$ cat config.mk
export PLATFORM = sky130hd
export DESIGN_NAME = reg_bank_loader
export DESIGN_NICKNAME = d
export VERILOG_FILES = /design/src/rtl/reg_bank_loader.sv
export SDC_FILE = /design/constraint.sdc
export NUM_CORES = 1
export LEC_CHECK = 0
export BUFFER_PORTS_ARGS = -buffer_cell sky130_fd_sc_hd__buf_4
export CAP_MARGIN = 20
export CORE_MARGIN = 3
export CORE_UTILIZATION = 50
export CTS_CLUSTER_SIZE = 10
export DETAILED_ROUTE_END_ITERATION = 10
export PLACE_DENSITY_LB_ADDON = 0.2
export SYNTH_ARGS = -nofsm -noshare
export SYNTH_HDL_FRONTEND = slang
export SYNTH_SLANG_ARGS = --single-unit
export TNS_END_PERCENT = 20
$ cat constraint.sdc
create_clock -name CLK -period 3.5 [get_ports CLK]
set_input_delay 0.7 -clock CLK [delete_from_list [all_inputs] [get_ports CLK]]
set_output_delay 0.7 -clock CLK [all_outputs]
set_load 0.02 [all_outputs]
$ cat src/rtl/reg_bank_loader.sv
// Frame-based loader: collects a header plus up to three data beats into shadow registers,
// then commits them to the register bank as one-hot CE strobes, one register per cycle.
module reg_bank_loader #(
    parameter int DW  = 8,
    parameter int TMO = 16
) (
    input  logic          CLK,
    input  logic          RST,
    input  logic [DW-1:0] S_DATA,
    input  logic          S_VALID,
    output logic          S_READY,
    input  logic          ABORT,
    output logic [DW-1:0] DIN,
    output logic          RG1,
    output logic          RG2,
    output logic          RG3,
    output logic          BUSY,
    output logic          DONE,
    output logic          ERR,
    output logic [1:0]    dbg_state
);
    // Stream handshake: a beat transfers on a rising CLK edge where S_VALID and S_READY
    // are both 1; the source holds S_DATA/S_VALID stable until that edge.

    localparam int CW = $clog2(TMO + 1);

    typedef enum logic [1:0] {
        IDLE    = 2'd0,
        COLLECT = 2'd1,
        COMMIT  = 2'd2
    } state_t;

    state_t        state;
    logic [2:0]    mask;
    logic [2:0]    pend;
    logic [2:0]    cpend;
    logic [2:0]    rg;
    logic [CW-1:0] idle_cnt;
    logic [DW-1:0] shadow   [3];
    logic [DW-1:0] shadow_m [3];

    logic          beat;
    logic          hdr_ok;
    logic [2:0]    pend_low;
    logic          last_beat;
    logic [2:0]    src;
    logic [2:0]    strobe;
    logic [DW-1:0] strobe_din;

    assign beat      = S_VALID & S_READY;
    assign hdr_ok    = (S_DATA[DW-1:3] == '0) && (S_DATA[2:0] != 3'd0);
    assign pend_low  = pend & (~pend + 3'd1);
    assign last_beat = (pend == pend_low);
    assign RG1       = rg[0];
    assign RG2       = rg[1];
    assign RG3       = rg[2];
    assign dbg_state = state;

    // The first strobe is launched on the edge that accepts the last beat, so the
    // shadow view must already include that beat.
    always_comb begin
        shadow_m = shadow;
        if (beat && state == COLLECT) begin
            for (int i = 0; i < 3; i++) begin
                if (pend_low[i]) shadow_m[i] = S_DATA;
            end
        end
        src    = (state == COMMIT) ? cpend : mask;
        strobe = src & (~src + 3'd1);
        strobe_din = '0;
        for (int i = 0; i < 3; i++) begin
            if (strobe[i]) strobe_din = shadow_m[i];
        end
    end

    always_ff @(posedge CLK or negedge RST) begin
        if (!RST) begin
            state    <= IDLE;
            S_READY  <= 1'b0;
            DIN      <= '0;
            rg       <= 3'd0;
            BUSY     <= 1'b0;
            DONE     <= 1'b0;
            ERR      <= 1'b0;
            mask     <= 3'd0;
            pend     <= 3'd0;
            cpend    <= 3'd0;
            idle_cnt <= '0;
            for (int i = 0; i < 3; i++) shadow[i] <= '0;
        end else begin
            DONE <= 1'b0;
            ERR  <= 1'b0;
            rg   <= 3'd0;
            DIN  <= '0;
            case (state)
                IDLE: begin
                    S_READY <= 1'b1;
                    BUSY    <= 1'b0;
                    if (beat) begin
                        if (hdr_ok) begin
                            mask     <= S_DATA[2:0];
                            pend     <= S_DATA[2:0];
                            idle_cnt <= '0;
                            BUSY     <= 1'b1;
                            state    <= COLLECT;
                        end else begin
                            ERR <= 1'b1;
                        end
                    end
                end
                COLLECT: begin
                    if (ABORT) begin
                        ERR   <= 1'b1;
                        BUSY  <= 1'b0;
                        state <= IDLE;
                    end else if (beat) begin
                        shadow   <= shadow_m;
                        idle_cnt <= '0;
                        pend     <= pend & ~pend_low;
                        if (last_beat) begin
                            state   <= COMMIT;
                            S_READY <= 1'b0;
                            rg      <= strobe;
                            DIN     <= strobe_din;
                            cpend   <= mask & ~strobe;
                            DONE    <= ((mask & ~strobe) == 3'd0);
                        end
                    end else if (idle_cnt == CW'(TMO - 1)) begin
                        ERR   <= 1'b1;
                        BUSY  <= 1'b0;
                        state <= IDLE;
                    end else begin
                        idle_cnt <= idle_cnt + CW'(1);
                    end
                end
                COMMIT: begin
                    if (cpend != 3'd0) begin
                        rg    <= strobe;
                        DIN   <= strobe_din;
                        cpend <= cpend & ~strobe;
                        DONE  <= ((cpend & ~strobe) == 3'd0);
                    end else begin
                        state   <= IDLE;
                        BUSY    <= 1'b0;
                        S_READY <= 1'b1;
                    end
                end
                default: state <= IDLE;
            endcase
        end
    end
endmodule

==> flow_summary.toml, run 1 <==
[clock_network]
post-cts-setup-buffers = 0
htree_num_levels = 2
cts_buffers = 5
clk_root_buffer_cell = "sky130_fd_sc_hd__clkbuf_8"
clock-sinks = 55
clock_tree.buffer_depth = 2
clk_lat_worst_skew_ns = 0.32
ctsResizeCount = 0
cts-hold-fix-buffers = 0
cts.clk_slew.worst_paths_ns = 0.10
tritoncts = "built"

[pwr]
power.ir.vdd_worst_mv = 0.2999
total_power_mw = 2.000
p_leak_nw = 1.619
power_per_cell_area_nw_per_um2 = 582.9

[worst_hold_path]
hold_crit_class = "input port to asynchronous set/reset pin"

[yosys]
netlist_top_cells_area = "sky130_fd_sc_hd__dfrtp_1, sky130_fd_sc_hd__mux2_2, sky130_fd_sc_hd__o21ai_0"
synth.area.mux_share_pct = 12.22
yosys_warnings = 0
synth_cells = 288
synth_cell_types = 59
yosys.area.top_type_share_pct = 44.37
synth.top_cells.by_count = "sky130_fd_sc_hd__dfrtp_1, sky130_fd_sc_hd__mux2_2, sky130_fd_sc_hd__o21ai_0, sky130_fd_sc_hd__and3_1, sky130_fd_sc_hd__nand2_1"
ys_dominant_reg_cell = "sky130_fd_sc_hd__dfrtp_1"
netlist_area_um2 = 3102
synth.yosys.seq_area_share_pct = 44.37
dominant_combinational_cell_family_by_area_after_synthesis = "compound AO/OA/AOI/OAI gates"
area_fraction_in_compound_gates_after_synthesis_pct = 20.73
yosys.area_share.simple_pct = 15.17
mappedNetlistNets = 306
yosys_register_bits = 55
synth_xor_area_share_pct = 0.2824
most_frequent_cell_after_synthesis = "sky130_fd_sc_hd__dfrtp_1"
avgSynthCellArea_um2 = 10.77
asyncSetResetFlopFracSynth_pct = 100.0
post_synth_fa_ha_maj_area_fraction_pct = 2.743
synth_enable_flop_cells = 0
synthDominantAreaCellType = "sky130_fd_sc_hd__dfrtp_1"

[routing]
drtAntennaViolNets = 0
via_total_after_detailed_routing = 2393
dr.pass1.iters = 4
drt_iter0_markers = 163
vias_per_cell = 6.199
drt_wl_total_um = 7105
drc = 0
routed_wire_length_per_instance_um = 18.41

[setup_path]
end_kind = "register"
worstSetupStartpointType = "register"
crit_required_ns = 3.70
cp.arrival_ns = 2.64
critPathMaxFanout = 29
timing_worst_setup_path_type = "register to register"

[cells_and_area]
drive_gt1_share_pct = 26.05
antenna_diode_instance_count = 0
synthesis_to_finish_area_growth_pct = 10.65
layout.cell_area.non_filler_um2 = 3432
fin_util_pct = 57.63
layout.nets = 328
post_layout_nonfiller_instances = 386

[placement]
place_hpwl_um = 4978
io_buffer_count = 28
post_detailed_placement_cell_area_um2 = 3319
globalplace.congestion = 0.8810
pre_cts_slack_ns = 1.080
dp.cells = 378

[floorplan]
fp-row-count = 28
floorplan.core_area_um2 = 5956
die_footprint_um2 = 7184
ios = 29
initial_core_util_pct = 52.08
floorplan.die.height_um = 84.76
die_w_um = 84.76

[global_route]
grt_pass1_wl_um = 12140
first_global_vias = 2295
grt.overflow.total = 0
grtUsageTotal_pct = 21.20
number_of_antenna_violations_at_the_first_check_in_global_routing = 0
pin_count_of_the_biggest_net_entering_global_routing = 56

[sta]
fmaxAchievable_mhz = 409.6
slew_headroom_pct = 35.10
finalClockSkew_ns = 0.009553
post-route-period-util_pct = 69.75
finalHoldWorstSlack_ns = 0.4154
timing.final.crit_period_ns = 2.441
setup_viol = 0
final.setup.worst_slack_ns = 1.059
final-hold-violation-count = 0
tns_ns = 0
grt_setup_unrepaired = "no"
worstMarginPinSlew_ns = 0.9464
final_max_tran_viols = 0

[run_status]
outcome = "finished, final reports clean"

[job]
cap_viol_max_count = 0
-- layout make-up --
class | instances | area (µm²)
sequential | 55 | 1376
multi-input combinational | 208 | 1587
inverter | 10 | 37.54
clock buffer | 5 | 68.82
clock inverter | 3 | 43.79
fill | 541 | 2524
timing repair buffer | 30 | 225.2
tap | 75 | 93.84
-- report_power, final --
part | switching [mW] | internal, mW
sequential | 0.102 | 0.722
combinational | 0.467 | 0.281
clock | 0.215 | 0.213
total | 0.783 | 1.22
-- metal layers --
metal | GRT usage (%) | wire length [µm]
met1 | 31.36 | 3397
met2 | 31.96 | 3291
met3 | 3.827 | 315
met4 | 5.899 | 99
met5 | 0 | 0
-- critical path, stage by stage (launching register included) --
cell and delay (ns):
sky130_fd_sc_hd__dfrtp_1 0.44, sky130_fd_sc_hd__inv_1 0.10, sky130_fd_sc_hd__ha_1 0.17, sky130_fd_sc_hd__buf_4 0.28, sky130_fd_sc_hd__nand4_1 0.13, sky130_fd_sc_hd__buf_4 0.22
sky130_fd_sc_hd__nor3_2 0.58, sky130_fd_sc_hd__mux2_2 0.41
-- cells by family after synthesis --
logic type	count (synthesis)
buffers and inverters	25
DFF	55
adders and majority gates	7
AOI/OAI and AO/OA	89
muxes	34
xor gates and xnor gates	1
and+or+nand+nor	77
-- final timing paths --
| path | startpoint | endpoint | slack [ns] | cells past startpoint |
|---|---|---|---|---|
| max | dbg_state[1] | shadow[23] | 1.06 | 7 |
| min | RST | cpend[0] | 0.42 | 1 |
| max reg2reg | dbg_state[1] | shadow[23] | 1.06 | 7 |
| min reg2reg | idle_cnt[4] | idle_cnt[4] | 0.51 | 1 |
| max in group asynchronous | RST | shadow[6] | 2.63 | 1 |
| min in group CLK | idle_cnt[4] | idle_cnt[4] | 0.51 | 1 |
-- sequential cells by signal, indices dropped and copies added, names as in the netlist, 2 cells and up --
signal	flops
DIN	8
cpend	3
dbg_state	2
idle_cnt	5
mask	3
pend	3
rg	3
shadow	24
-- placed cells by master (no fill, tap or decap), types with 5 or more instances in the layout --
master / count
sky130_fd_sc_hd__dfrtp_1: 55
sky130_fd_sc_hd__buf_4: 30
sky130_fd_sc_hd__mux2_2: 28
sky130_fd_sc_hd__o21ai_0: 26
sky130_fd_sc_hd__and3_1: 15
sky130_fd_sc_hd__nand2_1: 14
sky130_fd_sc_hd__nand3_1: 13
sky130_fd_sc_hd__a21boi_0: 11
sky130_fd_sc_hd__inv_1: 10
sky130_fd_sc_hd__a211oi_1: 6
sky130_fd_sc_hd__nor2_1: 6
sky130_fd_sc_hd__ha_1: 6
sky130_fd_sc_hd__a311oi_1: 5
sky130_fd_sc_hd__a21oi_1: 5
sky130_fd_sc_hd__clkbuf_8: 5
Power figures use the tool's default switching activity.
==> inputs of run 2 (changes only) <==
--- a/config.mk
+++ b/config.mk
@@ -5,6 +5,7 @@
 export SDC_FILE = /design/constraint.sdc
 export NUM_CORES = 1
 export LEC_CHECK = 0
+export ABC_AREA = 1
 export BUFFER_PORTS_ARGS = -buffer_cell sky130_fd_sc_hd__buf_4
 export CAP_MARGIN = 20
 export CORE_MARGIN = 3
==> constraint.sdc (replaced) <==
create_clock -name CLK -period 2.21 [get_ports CLK]
set_input_delay 0.442 -clock CLK [delete_from_list [all_inputs] [get_ports CLK]]
set_output_delay 0.442 -clock CLK [all_outputs]
set_load 0.02 [all_outputs]
==> flow_summary.toml, run 2 <==
[yosys]
asyncSetResetFlopFracSynth_pct = 100.0
synth.yosys.seq_area_share_pct = 43.79
yosys_register_bits = 55
synth_cell_types = 28
avgSynthCellArea_um2 = 7.192
most_frequent_cell_after_synthesis = "sky130_fd_sc_hd__nand2_1"
synth_enable_flop_cells = 0
synth_cells = 437
synthDominantAreaCellType = "sky130_fd_sc_hd__dfrtp_1"
synth.top_cells.by_count = "sky130_fd_sc_hd__nand2_1, sky130_fd_sc_hd__inv_1, sky130_fd_sc_hd__dfrtp_1, sky130_fd_sc_hd__o21ai_0, sky130_fd_sc_hd__nor2_1"
mappedNetlistNets = 455
netlist_top_cells_area = "sky130_fd_sc_hd__dfrtp_1, sky130_fd_sc_hd__nand2_1, sky130_fd_sc_hd__o21ai_0"
ys_dominant_reg_cell = "sky130_fd_sc_hd__dfrtp_1"
yosys_warnings = 0
netlist_area_um2 = 3143
yosys.area.top_type_share_pct = 43.79

[pwr]
power.share.switching_pct = 42.70
share_clk_of_total_power_pct = 17.9
internal_power_mw = 2.210
sequential_share_of_power_pct = 37.7
p_leak_nw = 1.811
power.switching_mw = 1.647
share_comb_of_total_power_pct = 44.4
power.ir.vdd_worst_mv = 0.7816
power_per_cell_area_nw_per_um2 = 1099

[sta]
timing.final.crit_period_ns = 1.983
fmaxAchievable_mhz = 504.2
finalClockSkew_ns = 0.004877
final.setup.worst_slack_ns = 0.2266
post-route-period-util_pct = 89.75
worstMarginPinSlew_ns = 0.8765
tns_ns = 0
final-hold-violation-count = 0
setup_viol = 0
grt_setup_unrepaired = "no"
final_max_tran_viols = 0
slew_headroom_pct = 41.50

[job]
cap_viol_max_count = 0

[routing]
drt_wl_total_um = 6865
drt_iter0_markers = 180
routed_wire_length_per_instance_um = 12.74
drc = 0
dr.pass1.iters = 5
vias_per_cell = 5.017
drtAntennaViolNets = 0
via_total_after_detailed_routing = 2704

[floorplan]
floorplan.core_area_um2 = 5991
ios = 29
fp-row-count = 28
floorplan.die.height_um = 85.29
die_footprint_um2 = 7274
die_w_um = 85.29
initial_core_util_pct = 52.46

[cells_and_area]
multi_input_combinational_cell_area_um2 = 1455
fillerInstances = 578
ff_latch_area_um2 = 1376
layout.nets = 481
synthesis_to_finish_area_growth_pct = 11.66
final_cell_mix = "sky130_fd_sc_hd__nand2_1, sky130_fd_sc_hd__inv_1, sky130_fd_sc_hd__dfrtp_1"
number_of_flip_flops_in_the_largest_register = 24
max_flop_register = "shadow"
layout.cells.most_common = "sky130_fd_sc_hd__nand2_1"
largestRegisters = "shadow (24), DIN (8), idle_cnt (5)"
drive_gt1_share_pct = 13.15
antenna_diode_instance_count = 0

[clock_network]
clock_tree.buffer_depth = 2
cts_buffers = 5
post-cts-setup-buffers = 0
ctsResizeCount = 0
clk_lat_worst_skew_ns = 0.30
cts-hold-fix-buffers = 0
clk_root_buffer_cell = "sky130_fd_sc_hd__clkbuf_8"
tritoncts = "built"
clock-sinks = 55
cts.clk_slew.worst_paths_ns = 0.10
htree_num_levels = 2

[setup_path]
cp_slowest_cell = "sky130_fd_sc_hd__dfrtp_1"
cp.arrival_ns = 2.19
crit_required_ns = 2.42
worstSetupStartpointType = "register"
end_kind = "register"
critPathMaxFanout = 16
critical_path.cell_chain = "inv_1 > ha_2 > inv_6 > nor2_8 > nand2_2 > o21ai_0 > nor2_1 > nor2_1 > nor2_2"
worst_path_largest_cell_delay_ns = 0.45
cpMostUsedCell = "sky130_fd_sc_hd__nor2_1"
timing_worst_setup_path_type = "register to register"

[global_route]
grt.overflow.total = 0
first_global_vias = 2511
pin_count_of_the_biggest_net_entering_global_routing = 56
grt_pass1_wl_um = 11820
number_of_antenna_violations_at_the_first_check_in_global_routing = 0
grtUsageTotal_pct = 20.10

[placement]
pre_cts_slack_ns = 0.1403
place_hpwl_um = 4924
io_buffer_count = 28
globalplace.congestion = 0.8246

[run_status]
outcome = "finished, final reports clean"

[worst_hold_path]
hold_crit_class = "input port to asynchronous set/reset pin"
[run 2: routing by layer]
metal  part of all wire [%]  wire, µm  GRT usage (%)  vias up
met4                   0.50        34          3.453        0
li1                       -         -              -     1426
met1                     47      3243          27.64     1206
met2                     48      3272          33.90       68
met3                    4.6       314          3.301        4
met5                      0         0              0        -
[run 2: layout make-up]
cell class / instances / area share (%)
Multi-Input combinational cell: 310 / 41.46
Sequential cell: 55 / 39.22
Timing Repair Buffer: 32 / 6.845
Inverter: 59 / 6.453
Tap cell: 75 / 2.674
Clock buffer: 6 / 2.353
Clock inverter: 2 / 0.9982
[run 2: stage by stage]
stage | hold slack (ns) | power [mW] | cells | cell area (µm²) | util (%)
after detailed placement | 0.4728 | 3.171 | 531 | 3390 | 56.58
after global routing | 0.2190 | 4.221 | 539 | 3510 | 58.58
after CTS | 0.1991 | 3.870 | 539 | 3507 | 58.54
final | 0.1735 | 3.856 | 539 | 3510 | 58.58
after floorplan | 0.1464 | 2.786 | 437 | 3143 | -
after global placement | 0.4573 | 3.143 | 531 | 3390 | 56.58
[run 2: kinds of logic after synthesis]
group	synth area share, %
simple gates	31.37
buf+inv	9.992
compound gates	12.46
flops	43.79
fa+ha+maj	2.388
[run 2: critical path, delay by kind of cell, from the launching register on]
kind,cells,cell delay (ns)
buffers and inverters,2,0.19
AO/OA/AOI/OAI,1,0.27
flip-flops,1,0.45
adder cells (fa/ha/maj),1,0.30
AND/OR/NAND/NOR,5,0.68
[run 2: final timing paths]
check	slack (ns)	to	cells after the start	from
min reg2reg	0.49	shadow[8]	2	shadow[8]
max in group asynchronous	1.58	DONE	1	RST
max reg2reg	0.23	DIN[5]	9	dbg_state[1]
max	0.23	DIN[5]	9	dbg_state[1]
min	0.17	shadow[3]	1	RST
min in group CLK	0.44	ERR	3	ABORT
[run 2: power by group through the flow]
stage	combinational [mW]	sequential, mW	clock [mW]
finish	1.71	1.45	0.690
global route	1.98	1.49	0.748
CTS	1.71	1.45	0.706
detailed placement	1.70	1.47	0
global placement	1.69	1.46	0
floorplan	1.31	1.48	0
